==> config.mk <==
export PLATFORM = sky130hd
export DESIGN_NAME = gray_seq_monitor
export DESIGN_NICKNAME = d
export VERILOG_FILES = /design/src/rtl/gray_seq_monitor.sv
export SDC_FILE = /design/constraint.sdc
export NUM_CORES = 1
export LEC_CHECK = 0
export BUFFER_PORTS_ARGS = -buffer_cell sky130_fd_sc_hd__buf_2
export CORE_UTILIZATION = 53
export CTS_CLUSTER_SIZE = 8
export DETAILED_ROUTE_END_ITERATION = 8
export PLACE_DENSITY = 0.77
export SLEW_MARGIN = 40
export SYNTH_ARGS = -nofsm -noshare
export SYNTH_HDL_FRONTEND = slang
export SYNTH_SLANG_ARGS = --single-unit
export TNS_END_PERCENT = 50
==> constraint.sdc <==
create_clock -name clk -period 3.3 [get_ports clk]
set_clock_uncertainty 0.05 [all_clocks]
set_input_delay 0.99 -clock clk [delete_from_list [all_inputs] [get_ports clk]]
set_output_delay 0.99 -clock clk [all_outputs]
set_load 0.005 [all_outputs]
==> src/rtl/gray_seq_monitor.sv <==
// Gray-code bus monitor: decodes samples to binary, checks each is the
// next legal step, and tracks lock, wrap events and a saturating error count.
module gray_seq_monitor #(
  parameter int WIDTH      = 3,
  parameter int LOCK_STEPS = 2,
  parameter int ERR_W      = 8
) (
  input  logic             clk,
  input  logic             rst_n,
  input  logic             valid_in,
  input  logic [WIDTH-1:0] gray_in,
  input  logic             clr_err,
  output logic [WIDTH-1:0] bin_out,
  output logic             bin_valid,
  output logic             locked,
  output logic             step_err,
  output logic             wrap_pulse,
  output logic [ERR_W-1:0] err_count
);

  localparam int GW = (LOCK_STEPS < 2) ? 1 : $clog2(LOCK_STEPS + 1);
  localparam logic [WIDTH-1:0] ONE = WIDTH'(1);
  localparam logic [GW-1:0] LAST = GW'(LOCK_STEPS - 1);

  typedef enum logic {SEARCH, LOCKED} state_t;

  state_t           state_q, state_d;
  logic             have_q, have_d;
  logic [GW-1:0]    good_q, good_d;
  logic [WIDTH-1:0] bin_d, dec, bin_inc;
  logic             bv_d, se_d, wp_d;
  logic [ERR_W-1:0] err_d;
  logic             is_next, is_hold;

  always_comb begin
    for (int i = 0; i < WIDTH; i++)
      dec[i] = ^(gray_in >> i);
  end

  // bin_out doubles as the previous accepted sample
  assign bin_inc = bin_out + ONE;
  assign is_next = (dec == bin_inc);
  assign is_hold = (dec == bin_out);

  always_comb begin
    state_d = state_q;
    have_d  = have_q;
    good_d  = good_q;
    bin_d   = bin_out;
    bv_d    = 1'b0;
    se_d    = 1'b0;
    wp_d    = 1'b0;
    err_d   = err_count;
    if (valid_in) begin
      bin_d  = dec;
      bv_d   = 1'b1;
      have_d = 1'b1;
      if (!have_q) begin
        good_d = '0;
      end else begin
        unique case (state_q)
          SEARCH: begin
            if (is_next) begin
              if (good_q == LAST) begin
                state_d = LOCKED;
                good_d  = '0;
              end else begin
                good_d = good_q + GW'(1);
              end
            end else if (!is_hold) begin
              good_d = '0;
            end
          end
          LOCKED: begin
            if (is_next) begin
              wp_d = (bin_out == '1) && (dec == '0);
            end else if (!is_hold) begin
              se_d    = 1'b1;
              state_d = SEARCH;
              good_d  = '0;
              if (err_count != '1)
                err_d = err_count + ERR_W'(1);
            end
          end
          default: state_d = SEARCH;
        endcase
      end
    end
    if (clr_err)
      err_d = '0;
  end

  always_ff @(posedge clk or negedge rst_n) begin
    if (!rst_n) begin
      state_q    <= SEARCH;
      have_q     <= 1'b0;
      good_q     <= '0;
      bin_out    <= '0;
      bin_valid  <= 1'b0;
      step_err   <= 1'b0;
      wrap_pulse <= 1'b0;
      err_count  <= '0;
    end else begin
      state_q    <= state_d;
      have_q     <= have_d;
      good_q     <= good_d;
      bin_out    <= bin_d;
      bin_valid  <= bv_d;
      step_err   <= se_d;
      wrap_pulse <= wp_d;
      err_count  <= err_d;
    end
  end

  assign locked = (state_q == LOCKED);

endmodule
==> summary.md, run 1 <==
| Metric | Value |
|---|---|
| Status | finished clean |
| Class of the worst hold path | reg2reg |
| Tot GR Track Use | 20.2% |
| Fillers | 174 |
| Dpl hpwl | 1540 µm |
| Worst Setup Start Kind | flop |
| RePlAce Congestion | 0.776 |
| Critical-path top delay cell | or4_4 |
| CTS tree | built |
| Via/cell ratio | 5.83 |
| Number of gates resized after cts | 0 |
| Tmin final | 2.59 ns |
| Worst-path cell chain | ha_1 > ha_1 > or4_4 > a21oi_4 > or3_1 > nor3b_2 > mux2_1 |
| Synthesized instance count | 110 |
| Core Rows | 16 |
| Leak Pwr | 0.570 nW |
| EDFF count, synth | 0 |
| Initial detailed-routing violation count | 20 |
| PortBufs | 21 |
| Power Density | 369 mW/mm² |
| NumNets Final | 140 |
| TNS Setup | 0 ns |
| Ys Warns | 0 |
| Die height | 48.1 µm |
| DRT antenna net count | 0 |
| Vias in the first global route | 733 |
| Final wirelength | 2090 µm |
| Post-synthesis cell area | 0.00113 mm² |
| H-Tree Level Count | 1 |
| Slew margin rel. | 68.5% |
| Skew-Pair Late Insertion Delay | 0.29 ns |
| Internal | 325 µW |
| Layout area overhead | 11.4% |
| Die area | 0.00232 mm² |
| Period utilization | 78.5% |
| Area contributors post-synth | dfrtp_1, mux2_1, nor2b_1 |
| Placeable Area | 0.00198 mm² |
| Yosys reg bits | 18 |
| Slew @ Worst Pin | 0.471 ns |
| Residual overflow from global routing | 0 |
| Nature of the critical path endpoint | flop |
| RSZ-0062 raised after global routing | false |
| Worst setup path class | reg2reg |
| Post-synth net total | 120 |
| Sw power | 139 µW |
| Max Slew Vio Count | 0 |
| Sequential cell area fraction in the yosys report | 40.0% |
| Setup WS pre-CTS | 0.460 ns |
| Sink Count | 18 |
| Initial antenna violation count | 0 |
| # IOs | 22 |
| Wire per inst | 13.5 µm |
| Via count | 904 |
| WP buf/inv | 0 |
| Clock root buffer | clkbuf_4 |
| Worst-path clk slew | 0.09 ns |
| Top cell type by total area after synthesis | dfrtp_1 |
| DIE WIDTH | 48.1 µm |
| Avg Inst Size Synth | 10.2 µm² |
| Maximum clock path buffer count | 2 |
| FFs w/ async S/R, synth | 100% |
| First-pass GRT wire length | 3110 µm |
| Setup ws final | 0.709 ns |
| Clock share of power | 23.1% |
| Worst vdd ir | 0.000293 V |
| Top cell type's share of synthesized area | 40.0% |
| Ant. Diodes | 0 |
| Fmax | 0.386 GHz |
| Layout cells sized above 1 | 28.9% |
| Pre-Repair DR Iteration Count | 4 |
| Critical Path RT | 3.43 ns |
| CTS Buf Count | 3 |
| Gate power share | 23.5% |
| Largest net degree at the start of global routing | 19 |
| CP max FO | 8 |
| Initial Utilization | 56.9% |
| Unique cell type count in the Yosys netlist | 43 |
| Arrival time worst endpoint | 2.72 ns |
| Max stage delay on crit path | 0.51 ns |
| Maximum capacitance violations | 0 |
| Remaining DRCs | 0 |
| Final Setup Violations | 0 |
| Seq pwr share | 53.4% |
| Final hold violations | 0 |
| Setup Buffers After CTS | 0 |
| Synth cell count leaders | dfrtp_1, nor2_1, nor2b_1, nand2_1 |
| Predominant post-synthesis flop cell | dfrtp_1 |
| Most frequent cell after synthesis | dfrtp_1 |
| Most Frequent Cell on Critical Path | ha_1 |
| Sw frac | 29.9% |
| CTS Hold Bufs | 0 |
| Delay-heaviest family, CP | simple AND/OR/NAND/NOR gates |
[final timing paths]
kind / cells after the start / endpoint / startpoint / slack, ns
worst min-delay path: 2 / good_q[1] / good_q[1] / 0.50
max in group asynchronous: 1 / err_count[7] / rst_n / 2.36
min in group asynchronous: 1 / err_count[5] / rst_n / 0.56
worst max-delay path: 7 / err_count[0] / bin_out[0] / 0.71
worst min register to register: 2 / good_q[1] / good_q[1] / 0.50
worst max register to register: 7 / err_count[0] / bin_out[0] / 0.71
[final cells by class]
| type | count | area (µm²) | area share [%] |
|---|---|---|---|
| Tap cell | 27 | 33.8 | 2.69 |
| Timing Repair Buffer | 21 | 105 | 8.37 |
| Clock buffer | 3 | 22.5 | 1.79 |
| Sequential cell | 18 | 450 | 35.9 |
| Multi-Input combinational cell | 84 | 637 | 50.7 |
| Inverter | 2 | 7.51 | 0.598 |
[state kept, by name, summed over array words and instances, names as in the netlist]
| signal | cells |
|---|---|
| err_count | 8 |
| good_q | 2 |
| have_q | 1 |
| bin_valid | 1 |
| wrap_pulse | 1 |
| step_err | 1 |
| bin_out | 3 |
| locked | 1 |
[metrics by stage]
step	std cells	hold slack (ns)	instance area, µm²	utilization (%)	power (mW)
3_5_place_dp	152	0.491	1230	62.2	0.361
2_1_floorplan	110	0.450	1130	-	0.329
4_1_cts	155	0.506	1260	63.4	0.468
6_report	155	0.500	1260	63.4	0.464
5_1_grt	155	0.543	1260	63.4	0.491
3_3_place_gp	152	0.473	1230	62.2	0.355
[cells in the final DEF, fill, tap and decap left out, drive strengths merged, types with 2 or more instances in the layout]
cell type / synthesis / final
a21oi: 3 / 3
and4b: 2 / 2
buf: 3 / 21
clkbuf: 3 / 3
dfrtp: 18 / 18
ha: 3 / 3
inv: 2 / 2
mux2: 9 / 9
mux2i: 2 / 2
nand2: 6 / 6
nand2b: 4 / 4
nand3: 2 / 2
nand4: 2 / 2
nand4b: 2 / 2
nor2: 10 / 10
nor2b: 7 / 7
nor3: 5 / 5
nor3b: 2 / 2
nor4: 2 / 2
nor4bb: 2 / 2
o21ai: 4 / 4
or4b: 2 / 2
xnor2: 3 / 3
[power groups by stage]
stage	clock network [mW]	registers, mW	logic [mW]
5_1_grt	0.119	0.250	0.121
2_1_floorplan	0	0.250	0.0791
4_1_cts	0.110	0.248	0.110
3_5_place_dp	0	0.252	0.109
3_3_place_gp	0	0.251	0.104
6_report	0.107	0.247	0.109
[layer usage]
layer  global-route usage (%)  routed length, µm  up-vias
met5                        0                  0        -
met4                     11.7                 56        0
met3                     4.81                 65        7
met2                     33.8               1020       21
met1                     23.7                951      434
li1                         -                  -      442
[cells by family after synthesis]
family,synth area share [%]
AOI/OAI and AO/OA,7.77
xor gates and xnor gates,3.11
adders and majority gates,3.33
buffers and inverters,3.55
DFF,40.0
muxes,11.1
and+or+nand+nor,31.2
[tightest hold or removal path, delay by kind of cell, from the launching register on]
kind,cells,cell delay [ns]
flops,1,0.39
simple gates,1,0.07
compound gates,1,0.06
Power figures use the tool's default switching activity.
==> run 2, diff against run 1 <==
--- a/config.mk
+++ b/config.mk
@@ -6,10 +6,10 @@
 export NUM_CORES = 1
 export LEC_CHECK = 0
 export BUFFER_PORTS_ARGS = -buffer_cell sky130_fd_sc_hd__buf_2
-export CORE_UTILIZATION = 53
+export CORE_UTILIZATION = 48
 export CTS_CLUSTER_SIZE = 8
 export DETAILED_ROUTE_END_ITERATION = 8
-export PLACE_DENSITY = 0.77
+export PLACE_DENSITY = 0.74
 export SLEW_MARGIN = 40
 export SYNTH_ARGS = -nofsm -noshare
 export SYNTH_HDL_FRONTEND = slang
==> constraint.sdc (replaced) <==
create_clock -name clk -period 2.3 [get_ports clk]
set_clock_uncertainty 0.05 [all_clocks]
set_input_delay 0.69 -clock clk [delete_from_list [all_inputs] [get_ports clk]]
set_output_delay 0.69 -clock clk [all_outputs]
set_load 0.005 [all_outputs]
==> run 2 against run 1 <==
The run now ends with setup timing left. Utilization rose by 2.1 points. Setup slack got worse by 0.73 ns. Worst hold slack got worse by 0.25 ns. Critical path depth did not move. Sequential cell count did not move. Critical path type unchanged.
==> summary.md, run 2 (synthesis results as in run 1) <==
| Metric | Value |
|---|---|
| Status | finished, violations left |
| Failing checks | setup timing |
| Max reg flops | 8 |
| Clock share of power | 21.4% |
| Worst vdd ir | 0.000369 V |
| Arrival time worst endpoint | 2.46 ns |
| Layout area overhead | 28.4% |
| Vias in the first global route | 882 |
| Final wirelength | 2350 µm |
| Worst r2r path cells | 7 |
| Fmax | 0.432 GHz |
| Seq pwr share | 47.5% |
| Die height | 50.5 µm |
| Worst Setup Start Kind | flop |
| Max Slew Vio Count | 0 |
| Sw frac | 30.1% |
| Placed Area | 0.00138 mm² |
| Remaining DRCs | 0 |
| Sink Count | 18 |
| Post-route cell area | 0.00145 mm² |
| Internal | 513 µW |
| FF-to-FF End | err_count[5] |
| Via/cell ratio | 5.58 |
| Critical path startpoint | bin_out[0] |
| CTS tree | built |
| Pre-Repair DR Iteration Count | 4 |
| Final Setup Violations | 1 |
| DRT antenna net count | 0 |
| Layout cells sized above 1 | 40.7% |
| Gate power share | 31.1% |
| Initial antenna violation count | 0 |
| Tot GR Track Use | 21.6% |
| Initial Utilization | 51.0% |
| Tmin final | 2.32 ns |
| RSZ-0062 raised after global routing | true |
| H-Tree Level Count | 1 |
| Setup WS pre-CTS | -0.280 ns |
| Sw power | 221 µW |
| Core Rows | 17 |
| Slew @ Worst Pin | 0.404 ns |
| Clock root buffer | clkbuf_4 |
| Residual overflow from global routing | 0 |
| Final hold violations | 0 |
| Largest net degree at the start of global routing | 19 |
| Most common cell after layout, fill and taps aside | buf_2 |
| Biggest regs | err_count x8, bin_out x3, good_q x2 |
| Worst-path clk slew | 0.10 ns |
| Maximum clock path buffer count | 2 |
| Wire per inst | 13.6 µm |
| Period utilization | 101% |
| Most flops, register | err_count |
| Initial detailed-routing violation count | 16 |
| Via count | 966 |
| Skew-Pair Late Insertion Delay | 0.30 ns |
| CTS Buf Count | 3 |
| Maximum capacitance violations | 0 |
| # IOs | 22 |
| Setup ws final | -0.0173 ns |
| Die area | 0.00255 mm² |
| Flop-to-flop setup slack | -0.02 ns |
| CTS Hold Bufs | 0 |
| Hold WS | 0.253 ns |
| First-pass GRT wire length | 4040 µm |
| NumNets Final | 157 |
| Power Density | 507 mW/mm² |
| Dpl hpwl | 1660 µm |
| Leak Pwr | 0.670 nW |
| Class of the worst hold path | in2async |
| Worst R2R Start | bin_out[0] |
| Critical Path RT | 2.44 ns |
| Nature of the critical path endpoint | flop |
| Placeable Area | 0.00221 mm² |
| Fillers | 189 |
| RePlAce Congestion | 0.764 |
| Slew margin rel. | 73.1% |
| DIE WIDTH | 50.5 µm |
| Worst setup path class | reg2reg |
| Commonest non-fill, non-tap cells in the layout | buf_2, dfrtp_1, buf_4, nor2_1, nor2b_1 |
| PortBufs | 21 |
| Ant. Diodes | 0 |
| CP max FO | 7 |
## run 2: power by group through the flow
| stage | Clock, mW | Combinational (mW) | Sequential [mW] |
|---|---|---|---|
| floorplan | 0 | 0.121 | 0.360 |
| global placement | 0 | 0.207 | 0.354 |
| detailed placement | 0 | 0.213 | 0.354 |
| CTS | 0.166 | 0.222 | 0.348 |
| global route | 0.172 | 0.252 | 0.351 |
| finish | 0.157 | 0.228 | 0.349 |
## run 2: per-layer routing
layer	wire length [µm]	vias to the layer above	GRT usage (%)
li1	-	474	-
met1	1140	464	28.3
met2	1080	20	34.0
met3	65	8	3.64
met4	63	0	11.1
met5	0	-	0
## run 2: what timing repair did
action | CTS | global route
pin swaps | 5 | 2
resized for setup | 4 | 2
cloned | 0 | 0
setup buffers | 0 | 2
endpoints found under the hold margin | 0 | 0
endpoints found under the setup margin | 7 | 8
## run 2: worst max-delay path, cell delays in order (launching register included)
cell and delay [ns]:
dfrtp_1 0.39, ha_2 0.20, ha_4 0.29, or4_4 0.13
a21oi_4 0.07, or3_4 0.44, nor4bb_4 0.31, mux2_1 0.34
## run 2: worst max-delay path by stage
stage                     slack (ns)      endpoint
after floorplan                -0.05  err_count[5]
after global placement         -0.19  err_count[5]
after detailed placement       -0.28  err_count[5]
after CTS                      -0.02  err_count[5]
after global routing           -0.07  err_count[5]
final                          -0.02  err_count[5]
## run 2: final cells by class
cell class                 count  area (µm²)  area share [%]
tap                           28        35.0            2.42
timing repair buffer          38         245            16.9
sequential                    18         450            31.1
multi-input combinational     84         687            47.5
inverter                       2        7.51           0.519
clock buffer                   3        22.5            1.56
## run 2: per-stage QoR
step           power [mW]  setup TNS (ns)  utilization (%)  std cells
2_1_floorplan       0.481          -0.119                -        110
3_3_place_gp        0.561           -1.08             62.2        168
3_5_place_dp        0.568           -1.46             62.2        168
4_1_cts             0.737         -0.0243             64.2        171
5_1_grt             0.776          -0.180             65.4        173
6_report            0.734         -0.0173             65.4        173
